**src/rtl/tone_fm_pkg.sv**
```systemverilog
// tone_fm_pkg: note increments, melody ROM contents and sequencer state type
package tone_fm_pkg;

    localparam logic [31:0] INC_C4 = 32'd22474;
    localparam logic [31:0] INC_D4 = 32'd25226;
    localparam logic [31:0] INC_E4 = 32'd28315;
    localparam logic [31:0] INC_F4 = 32'd29999;
    localparam logic [31:0] INC_G4 = 32'd33672;
    localparam logic [31:0] INC_A4 = 32'd37796;
    localparam logic [31:0] INC_B4 = 32'd42424;
    localparam logic [31:0] INC_C5 = 32'd44947;

    // Sum of all note durations, in 16th notes
    localparam int MELODY_SIXTEENTHS = 34;

    typedef enum logic [1:0] {ST_IDLE, ST_TONE, ST_GAP, ST_DONE} state_e;

    // Scale up to C5 and back down; the final C4 is held for a quarter note
    function automatic logic [34:0] melody_note(input logic [3:0] idx);
        case (idx)
            4'd0:         melody_note = {3'd2, INC_C4};
            4'd1, 4'd14:  melody_note = {3'd2, INC_D4};
            4'd2, 4'd13:  melody_note = {3'd2, INC_E4};
            4'd3, 4'd12:  melody_note = {3'd2, INC_F4};
            4'd4, 4'd11:  melody_note = {3'd2, INC_G4};
            4'd5, 4'd10:  melody_note = {3'd2, INC_A4};
            4'd6, 4'd9:   melody_note = {3'd2, INC_B4};
            4'd7, 4'd8:   melody_note = {3'd2, INC_C5};
            default:      melody_note = {3'd4, INC_C4};
        endcase
    endfunction

endpackage

```
**src/rtl/melody_rom.sv**
```systemverilog
// melody_rom: combinational lookup of note duration and phase increment
module melody_rom
    import tone_fm_pkg::*;
(
    input  logic [3:0]  idx,
    output logic [2:0]  dur,
    output logic [31:0] inc
);

    assign {dur, inc} = melody_note(idx);

endmodule

```
**src/rtl/melody_sequencer.sv**
```systemverilog
// melody_sequencer: plays the 16-note ROM melody as timed tone/gap phase increments
module melody_sequencer
    import tone_fm_pkg::*;
#(
    parameter int CLOCKS_PER_16TH = 6_250_000,
    parameter int GAP_CYCLES      = 250_000,
    parameter int MELODY_LENGTH   = 16
) (
    input  logic        clk,
    input  logic        rst_n,
    input  logic        enable,
    input  logic        loop,
    output logic [31:0] note_phase_inc,
    output logic        note_valid,
    output logic        playing,
    output logic        melody_end,
    output logic [4:0]  note_index
);

    localparam int CW = $clog2(4 * CLOCKS_PER_16TH);
    localparam logic [3:0] LAST = 4'(MELODY_LENGTH - 1);

    state_e        state_q, state_d;
    logic [3:0]    idx_q, idx_d;
    logic [CW-1:0] cnt_q, cnt_d, tone_len;
    logic          end_q, end_d;
    logic [31:0]   cur_inc_q;
    logic [2:0]    rom_dur;
    logic [31:0]   rom_inc;
    logic [31:0]   note_phase_inc_q, note_phase_inc_d;
    logic          note_valid_q, note_valid_d;
    logic          playing_q, playing_d;
    logic          melody_end_q, melody_end_d;
    logic [4:0]    note_index_q, note_index_d;

    // Addressed by the next index so the counter reload and increment are ready at entry
    melody_rom u_rom (
        .idx (idx_d),
        .dur (rom_dur),
        .inc (rom_inc)
    );

    // State, counter and output registers
    always_ff @(posedge clk or negedge rst_n) begin
        if (!rst_n) begin
            state_q          <= ST_IDLE;
            idx_q            <= '0;
            cnt_q            <= '0;
            end_q            <= 1'b0;
            cur_inc_q        <= '0;
            note_phase_inc_q <= '0;
            note_valid_q     <= 1'b0;
            playing_q        <= 1'b0;
            melody_end_q     <= 1'b0;
            note_index_q     <= '0;
        end else begin
            state_q          <= state_d;
            idx_q            <= idx_d;
            cnt_q            <= cnt_d;
            end_q            <= end_d;
            cur_inc_q        <= rom_inc;
            note_phase_inc_q <= note_phase_inc_d;
            note_valid_q     <= note_valid_d;
            playing_q        <= playing_d;
            melody_end_q     <= melody_end_d;
            note_index_q     <= note_index_d;
        end
    end

    // Next state and index; dropping enable overrides everything
    always_comb begin
        state_d = state_q;
        idx_d   = idx_q;
        end_d   = 1'b0;
        if (!enable) begin
            state_d = ST_IDLE;
            idx_d   = '0;
        end else begin
            case (state_q)
                ST_IDLE: begin
                    state_d = ST_TONE;
                    idx_d   = '0;
                end
                ST_TONE: state_d = (cnt_q == '0) ? ST_GAP : ST_TONE;
                ST_GAP: begin
                    if (cnt_q == '0) begin
                        end_d   = (idx_q == LAST);
                        idx_d   = (idx_q == LAST) ? 4'd0 : idx_q + 4'd1;
                        state_d = (idx_q != LAST || loop) ? ST_TONE : ST_DONE;
                    end
                end
                default: state_d = ST_DONE;
            endcase
        end
    end

    // Duration counter: reload on entry to TONE/GAP, otherwise count down to zero
    always_comb begin
        tone_len = CW'(32'(rom_dur) * CLOCKS_PER_16TH - GAP_CYCLES - 1);
        cnt_d    = '0;
        if (state_d == state_q)
            cnt_d = (cnt_q != '0) ? cnt_q - CW'(1) : '0;
        else if (state_d == ST_TONE)
            cnt_d = tone_len;
        else if (state_d == ST_GAP)
            cnt_d = CW'(GAP_CYCLES - 1);
    end

    // Outputs present the current state one edge later, silenced at once when enable drops
    always_comb begin
        note_valid_d     = enable && state_q == ST_TONE;
        note_phase_inc_d = note_valid_d ? cur_inc_q : '0;
        playing_d        = enable && (state_q == ST_TONE || state_q == ST_GAP);
        melody_end_d     = enable && end_q;
        note_index_d     = enable ? {1'b0, idx_q} : '0;
    end

    assign note_phase_inc = note_phase_inc_q;
    assign note_valid     = note_valid_q;
    assign playing        = playing_q;
    assign melody_end     = melody_end_q;
    assign note_index     = note_index_q;

endmodule
```
**config.mk**
```make
export PLATFORM = sky130hd
export DESIGN_NAME = melody_sequencer
export DESIGN_NICKNAME = d
export VERILOG_FILES = /design/src/rtl/tone_fm_pkg.sv /design/src/rtl/melody_rom.sv /design/src/rtl/melody_sequencer.sv
export SDC_FILE = /design/constraint.sdc
export NUM_CORES = 1
export LEC_CHECK = 0
export CORE_UTILIZATION = 25
export CTS_BUF_LIST = sky130_fd_sc_hd__clkbuf_2
export DETAILED_ROUTE_END_ITERATION = 6
export GPL_TIMING_DRIVEN = 0
export HOLD_SLACK_MARGIN = 0.12
export SYNTH_ARGS = -nofsm -noshare
export SYNTH_HDL_FRONTEND = slang
export SYNTH_HIERARCHICAL = 1
export SYNTH_SLANG_ARGS = --single-unit
```
**constraint.sdc**
```tcl
create_clock -name clk -period 6.1 [get_ports clk]
set_input_delay 1.22 -clock clk [delete_from_list [all_inputs] [get_ports clk]]
set_output_delay 1.22 -clock clk [all_outputs]
set_load 0.01 [all_outputs]
```
== After elaboration in Yosys (flattened, before gate mapping) ==
Memories as Yosys holds them, arrays and structs flattened.
Index checks and enable logic that the tools add are counted.

* Add/sub/neg operators: 4
* Multiply operators: 1
* Mux-type cells: 18
* Equality and inequality tests: 7
* Reductions and logical operators: 8

{| class="wikitable"
|+ Operators with widths
! cell !! count
|-
| two-way mux 25 bit || 3
|-
| two-way mux 32 bit || 1
|-
| zero test 25 bit || 1
|-
| nonzero test 25 bit || 1
|-
| subtractor 25 x 1 -> 25 bit (second input constant) || 1
|-
| subtractor 25 x 18 -> 25 bit (second input constant) || 1
|-
| subtractor 25 x 2 -> 25 bit (second input constant) || 1
|-
| multiplier 3 x 19 -> 21 bit (second input constant) || 1
|-
| two-way mux 18 bit || 1
|-
| two-way mux 4 bit || 4
|-
| two-way mux 2 bit || 4
|-
| case mux 4 bit (2 select lines) || 1
|-
| case mux 2 bit (3 select lines) || 1
|-
| adder 4 x 1 -> 4 bit (second input constant) || 1
|-
| == test 2 x 1 -> 1 bit (second input constant) || 2
|-
| == test 2 bit (second input constant) || 2
|-
| == test 4 bit (second input constant) || 1
|-
| != test 4 bit (second input constant) || 1
|-
| logical AND 1 bit || 3
|-
| two-way mux 1 bit || 3
|-
| == test 2 bit || 1
|-
| zero test 2 bit || 1
|-
| logical OR 1 bit || 2
|}

* Memories: 1
* Flip-flop bits (word level): 104
* Output and inout bits: 40
* Word-level logic and storage cells: 49
* Bits in read-only memories: 288

{| class="wikitable"
|+ Memory list
! name !! depth !! bits a word !! read ports !! clocked after memory_dff !! write ports !! line !! RTL
|-
| (no name shown) || 16 || 18 || 1 || 0 || 0 || tone_fm_pkg.sv:20 || <nowiki>case (idx)</nowiki>
|}

== Depth between registers and ports, before layout ==
An unclocked memory read counts as a cell.

* Depth in word-level cells: 11
* Depth in mapped cells: 24

== Cells and area by module ==
The synthesis kept the hierarchy.

{| class="wikitable"
|+ By module, submodules not included
! module !! cells each !! instances !! seq. area each (µm²) !! area each (µm²)
|-
| melody_sequencer || 488 || 1 || 2577.5 || 5180.0
|-
| melody_rom || 76 || 1 || 0.0 || 564.3
|}

== Worst setup path before layout ==
No wires, ideal clock.

* Kind: flip-flop to flip-flop
* From: reg cnt_q[0]
* To: reg cnt_q[23]
* Required time: 6013 ps
* Stages on the path, launching flop included: 24
* Library setup time: 87 ps
* Clock period less this slack: 5435 ps
* Setup slack: 665 ps
* Arrival time: 5348 ps
* Path through: dfrtp_1 inv_1 ha_1 nor3b_2 nand4b_4 nor2_1 nand2_1 nor3_1 o21ai_0 a21boi_0 buf_4 and2_1 nand2_1 fa_1 inv_1 fa_1 buf_2 nor3b_1 or3_1 o311ai_0 o21bai_1 a21o_1 a211o_1 o211ai_1

* Cells in the longest elaborated chain, start to end: 10
* Elaborated cells on any way between the ends: 19

{| class="wikitable"
|+ RTL lines
! what !! line !! RTL
|-
| start: declaration || melody_sequencer.sv:25 || <nowiki>logic [CW-1:0] cnt_q, cnt_d, tone_len;</nowiki>
|-
| start signal: assignment || melody_sequencer.sv:59 || <nowiki>cnt_q <= cnt_d;</nowiki>
|-
| zero test 25 bit || melody_sequencer.sv:86 || <nowiki>if (cnt_q == '0) begin</nowiki>
|-
| two-way mux 4 bit || melody_sequencer.sv:86 ||
|-
| case mux 4 bit (2 select lines) || melody_sequencer.sv:79 || <nowiki>case (state_q)</nowiki>
|-
| two-way mux 4 bit || melody_sequencer.sv:75 || <nowiki>if (!enable) begin</nowiki>
|-
| via idx_d[3] || melody_sequencer.sv:24 || <nowiki>logic [3:0] idx_q, idx_d;</nowiki>
|-
| memory read (16 x 18 bit) || n/a ||
|-
| via rom_dur[1] || melody_sequencer.sv:28 || <nowiki>logic [2:0] rom_dur;</nowiki>
|-
| multiplier 3 x 19 -> 21 bit || melody_sequencer.sv:99 || <nowiki>tone_len = CW'(32'(rom_dur) * CLOCKS_PER_16TH - GAP_CYCLES - 1);</nowiki>
|-
| subtractor 25 x 18 -> 25 bit || melody_sequencer.sv:99 ||
|-
| subtractor 25 x 2 -> 25 bit || melody_sequencer.sv:99 ||
|-
| two-way mux 25 bit || melody_sequencer.sv:103 || <nowiki>else if (state_d == ST_TONE)</nowiki>
|-
| two-way mux 25 bit || melody_sequencer.sv:101 || <nowiki>if (state_d == state_q)</nowiki>
|-
| via cnt_d[23] || melody_sequencer.sv:25 ||
|}

The timed path passes the listed nets, and every way through them passes these cells.

== Worst setup path after layout ==
* From: in enable
* To: reg cnt_q[24]

* Cells in the longest elaborated chain, start to end: 7
* Elaborated cells on any way between the ends: 10

{| class="wikitable"
|+ RTL lines
! what !! line !! RTL
|-
| start: declaration || melody_sequencer.sv:11 || <nowiki>input logic enable,</nowiki>
|-
| two-way mux 4 bit || melody_sequencer.sv:75 ||
|-
| via idx_d[2] || melody_sequencer.sv:24 ||
|-
| memory read (16 x 18 bit) || n/a ||
|-
| via rom_dur[1] || melody_sequencer.sv:28 ||
|-
| multiplier 3 x 19 -> 21 bit || melody_sequencer.sv:99 ||
|-
| subtractor 25 x 18 -> 25 bit || melody_sequencer.sv:99 ||
|-
| subtractor 25 x 2 -> 25 bit || melody_sequencer.sv:99 ||
|-
| two-way mux 25 bit || melody_sequencer.sv:103 ||
|-
| two-way mux 25 bit || melody_sequencer.sv:101 ||
|-
| via cnt_d[24] || melody_sequencer.sv:25 ||
|}

The timed path passes the listed nets, and every way through them passes these cells.

==> impl_metrics.env <==
export IMPL_final_setup_viol_count=0
export IMPL_syn_area_mm2=0.00574
export IMPL_numClockSinks=103
export IMPL_hold_depth=1
export IMPL_via_count=4183
export IMPL_drc=0
export IMPL_wl_per_cell_um=12.5
export IMPL_worst_ep_arrival_time_ns=6.23
export IMPL_grt_overflow_total=0
export IMPL_die_h_um=154
export IMPL_cp_start_kind="input pin"
export IMPL_crit_type="input pin to register"
export IMPL_slew_violations=0
export IMPL_viasPerCell=4.50
export IMPL_crit_required_ns=6.58
export IMPL_totalPowerFinal_uw=1440
export IMPL_ant_nets=0
export IMPL_htreeDepth=3
export IMPL_dp_cells=908
export IMPL_fin_util=0.304
export IMPL_synth_area_leaders="dfrtp_1, ha_1, and3_1"
export IMPL_synth_cell_type_count=73
export IMPL_globalplace_congestion=0.819
export IMPL_fmax_mhz=174
export IMPL_synth_common_cells="dfrtp_1, and3_1, nand2_1, ha_1, nor2_1"
export IMPL_setup_ws_ns=0.352
export IMPL_hp_class="register to register"
export IMPL_synth_async_reset_ratio=1.00
export IMPL_r2r_start="cnt_q[0]"
export IMPL_fin_nets=674
export IMPL_ys_seq_area_frac=0.449
export IMPL_ys_warn_count=6
export IMPL_cts_root_buffer="clkbuf_2"
export IMPL_fin_crit_ns=5.75
export IMPL_syn_to_final_growth_pct=19.3
export IMPL_num_rows=55
export IMPL_io_pins=44
export IMPL_die_x_um=154
export IMPL_grt_util_met2=0.168
export IMPL_cap_violations=0
export IMPL_cts_tree="built"
export IMPL_whs_endpoint="melody_end"
export IMPL_p_leak_uw=0.00308
export IMPL_final_cells=929
export IMPL_yosysTopAreaCell="dfrtp_1"
export IMPL_drt_iter0_drc=194
export IMPL_clk_latency_ns=0.56
export IMPL_dieArea_mm2=0.0236
export IMPL_synth_edf_count=0
export IMPL_grt_pass1_vias=3931
export IMPL_worstPathMaxFanout=10
export IMPL_end_kind="register"
export IMPL_fp_coreArea_mm2=0.0226
export IMPL_clockBufferDepth=2
export IMPL_hold_viol=0
export IMPL_initial_core_util=0.254
export IMPL_port_buffer_count=42
export IMPL_gr_usage_met1=0.131
export IMPL_clk_pin_slew_worst_paths_ns=0.26
export IMPL_r2r_end="cnt_q[23]"
export IMPL_yosysTopAreaCellShare=0.449
export IMPL_status="finished, final reports clean"
export IMPL_drive_above_1_share=0.123
export IMPL_rsz0062_at_grt="false"
export IMPL_firstDrtPassIters=4
export IMPL_hp_start="end_q"
export IMPL_relSlewSlack=0.622
export IMPL_place_ws_ns=-0.970
export IMPL_fin_crit_sh=0.942
export IMPL_clock_skew_ns=0.0314
export IMPL_grt_usage=0.101
export IMPL_powerDensity_mw_per_mm2=210
export IMPL_synth_most_common_cell="dfrtp_1"
export IMPL_grt_busiest_layer="met2"
export IMPL_synth_seq_cells=103
export IMPL_ys_flop_type="dfrtp_1"
export IMPL_grt_pass1_wl_um=19200
export IMPL_cts_buffers=9
export IMPL_hpwlAfterDp_um=8370
export IMPL_syn_inst=564
export IMPL_antenna_found_initial=1
export IMPL_irDropWorstVdd_mv=0.120
export IMPL_tightestPinTransition_ns=0.567
export IMPL_grt_max_degree=64
export IMPL_avgSynthCellArea_um2=10.2
export IMPL_rrSetupSlack_ns=0.39
export IMPL_whs_ns=0.485
export IMPL_wl_um=11600
export IMPL_grt_met3_usage=0.0130
export IMPL_r2r_cells=23
==> per-layer routing <==
layer  routed length (µm)  vias up
met5                    0        -
met4                  195        0
met3                  254       16
met2                 5490       79
met1                 5640     1983
li1                     -     2105
==> critical path: stages <==
cell and delay (ns):
clkdlybuf4s50_1 0.60, clkbuf_2 0.29, clkbuf_1 0.34, and2_1 0.34, buf_2 0.24, and2_1 0.22, nand2_2 0.17, fa_1 0.61
inv_1 0.08, fa_1 0.38, buf_2 0.20, nor3b_2 0.29, o21ai_0 0.22, and4_1 0.25, o211a_1 0.15, nor4_1 0.33
xor2_1 0.21, o21ai_0 0.09
==> logic make-up (layout without fill, tap and decap cells) <==
| family | count (synthesis) | after routing | synth area share |
|---|---|---|---|
| compound gates | 112 | 112 | 0.134 |
| mux | 9 | 9 | 0.0216 |
| fa+ha+maj | 31 | 31 | 0.0714 |
| simple gates | 200 | 200 | 0.202 |
| flops | 103 | 103 | 0.449 |
| other cells | 2 | 19 | 0.00131 |
| xor+xnor | 37 | 37 | 0.0577 |
| buf+inv | 70 | 133 | 0.0629 |
==> metrics by stage <==
stage,setup TNS (ns),area (µm²)
6_report,0,6860
5_1_grt,0,6860
4_1_cts,0,6790
3_5_place_dp,-8.00,6610
3_3_place_gp,-14.56,6580
2_1_floorplan,0,5800
==> cell type report <==
class                      count  area (µm²)
fill                        2343       15700
multi-input combinational    407        2920
sequential                   103        2580
timing repair buffer          48         483
tap                          285         357
buffer                        49         285
clock inverter                 5         106
inverter                      21        78.8
clock buffer                  10        50.0
antenna                        1        2.50
==> registers in the layout (all words and copies together) (netlist names) <==
name,flops
end_q,1
melody_end,1
playing,1
cur_inc_q,32
note_phase_inc,32
note_index,4
note_valid,1
idx_q,4
state_q,2
cnt_q,25
==> how the worst max path moves through the flow <==
| stage | start | end | slack (ns) | depth (start not counted) |
|---|---|---|---|---|
| after global placement | enable | cnt_q[17] | -0.93 | 17 |
| after global routing | enable | cnt_q[24] | 0.03 | 18 |
| after CTS | cnt_q[0] | cnt_q[23] | 0.01 | 23 |
| after detailed placement | enable | cnt_q[17] | -0.97 | 17 |
| after floorplan | cnt_q[0] | cnt_q[23] | 0.67 | 23 |
| final | enable | cnt_q[24] | 0.35 | 18 |
==> power by group <==
group / internal (µW) / switching, µW
combinational: 132 / 150
sequential: 725 / 36.6
clock: 178 / 216
total: 1030 / 403
==> cell usage in the layout (no fill, tap or decap), types with 7 or more instances in the layout <==
cell type,Yosys,layout
clkdlybuf4s50_1,0,41
o21ai_0,18,17
o22ai_1,11,11
nor2b_1,11,9
xor2_1,14,14
and2_1,15,15
nand2_1,31,30
ha_1,28,28
a21oi_1,16,16
nand3_1,11,11
clkbuf_2,0,12
and3_1,36,35
nor3b_1,9,8
nor3_1,13,13
conb_1,2,18
clkbuf_1,23,21
nor2_1,27,26
o21ai_1,6,7
inv_1,20,20
dfrtp_1,103,103
xnor2_1,22,22
buf_4,19,25
nand2b_1,8,8
a21o_1,8,8
==> what timing repair did <==
| action | CTS | global route |
|---|---|---|
| endpoints found under the hold margin | 0 | 0 |
| gates resized for setup | 8 | 12 |
| setup buffers | 0 | 5 |
| setup endpoints to repair | 10 | 10 |
| pin swaps | 0 | 2 |
| hold buffers | 0 | 0 |
No activity file was read; power rests on OpenSTA's default activity.
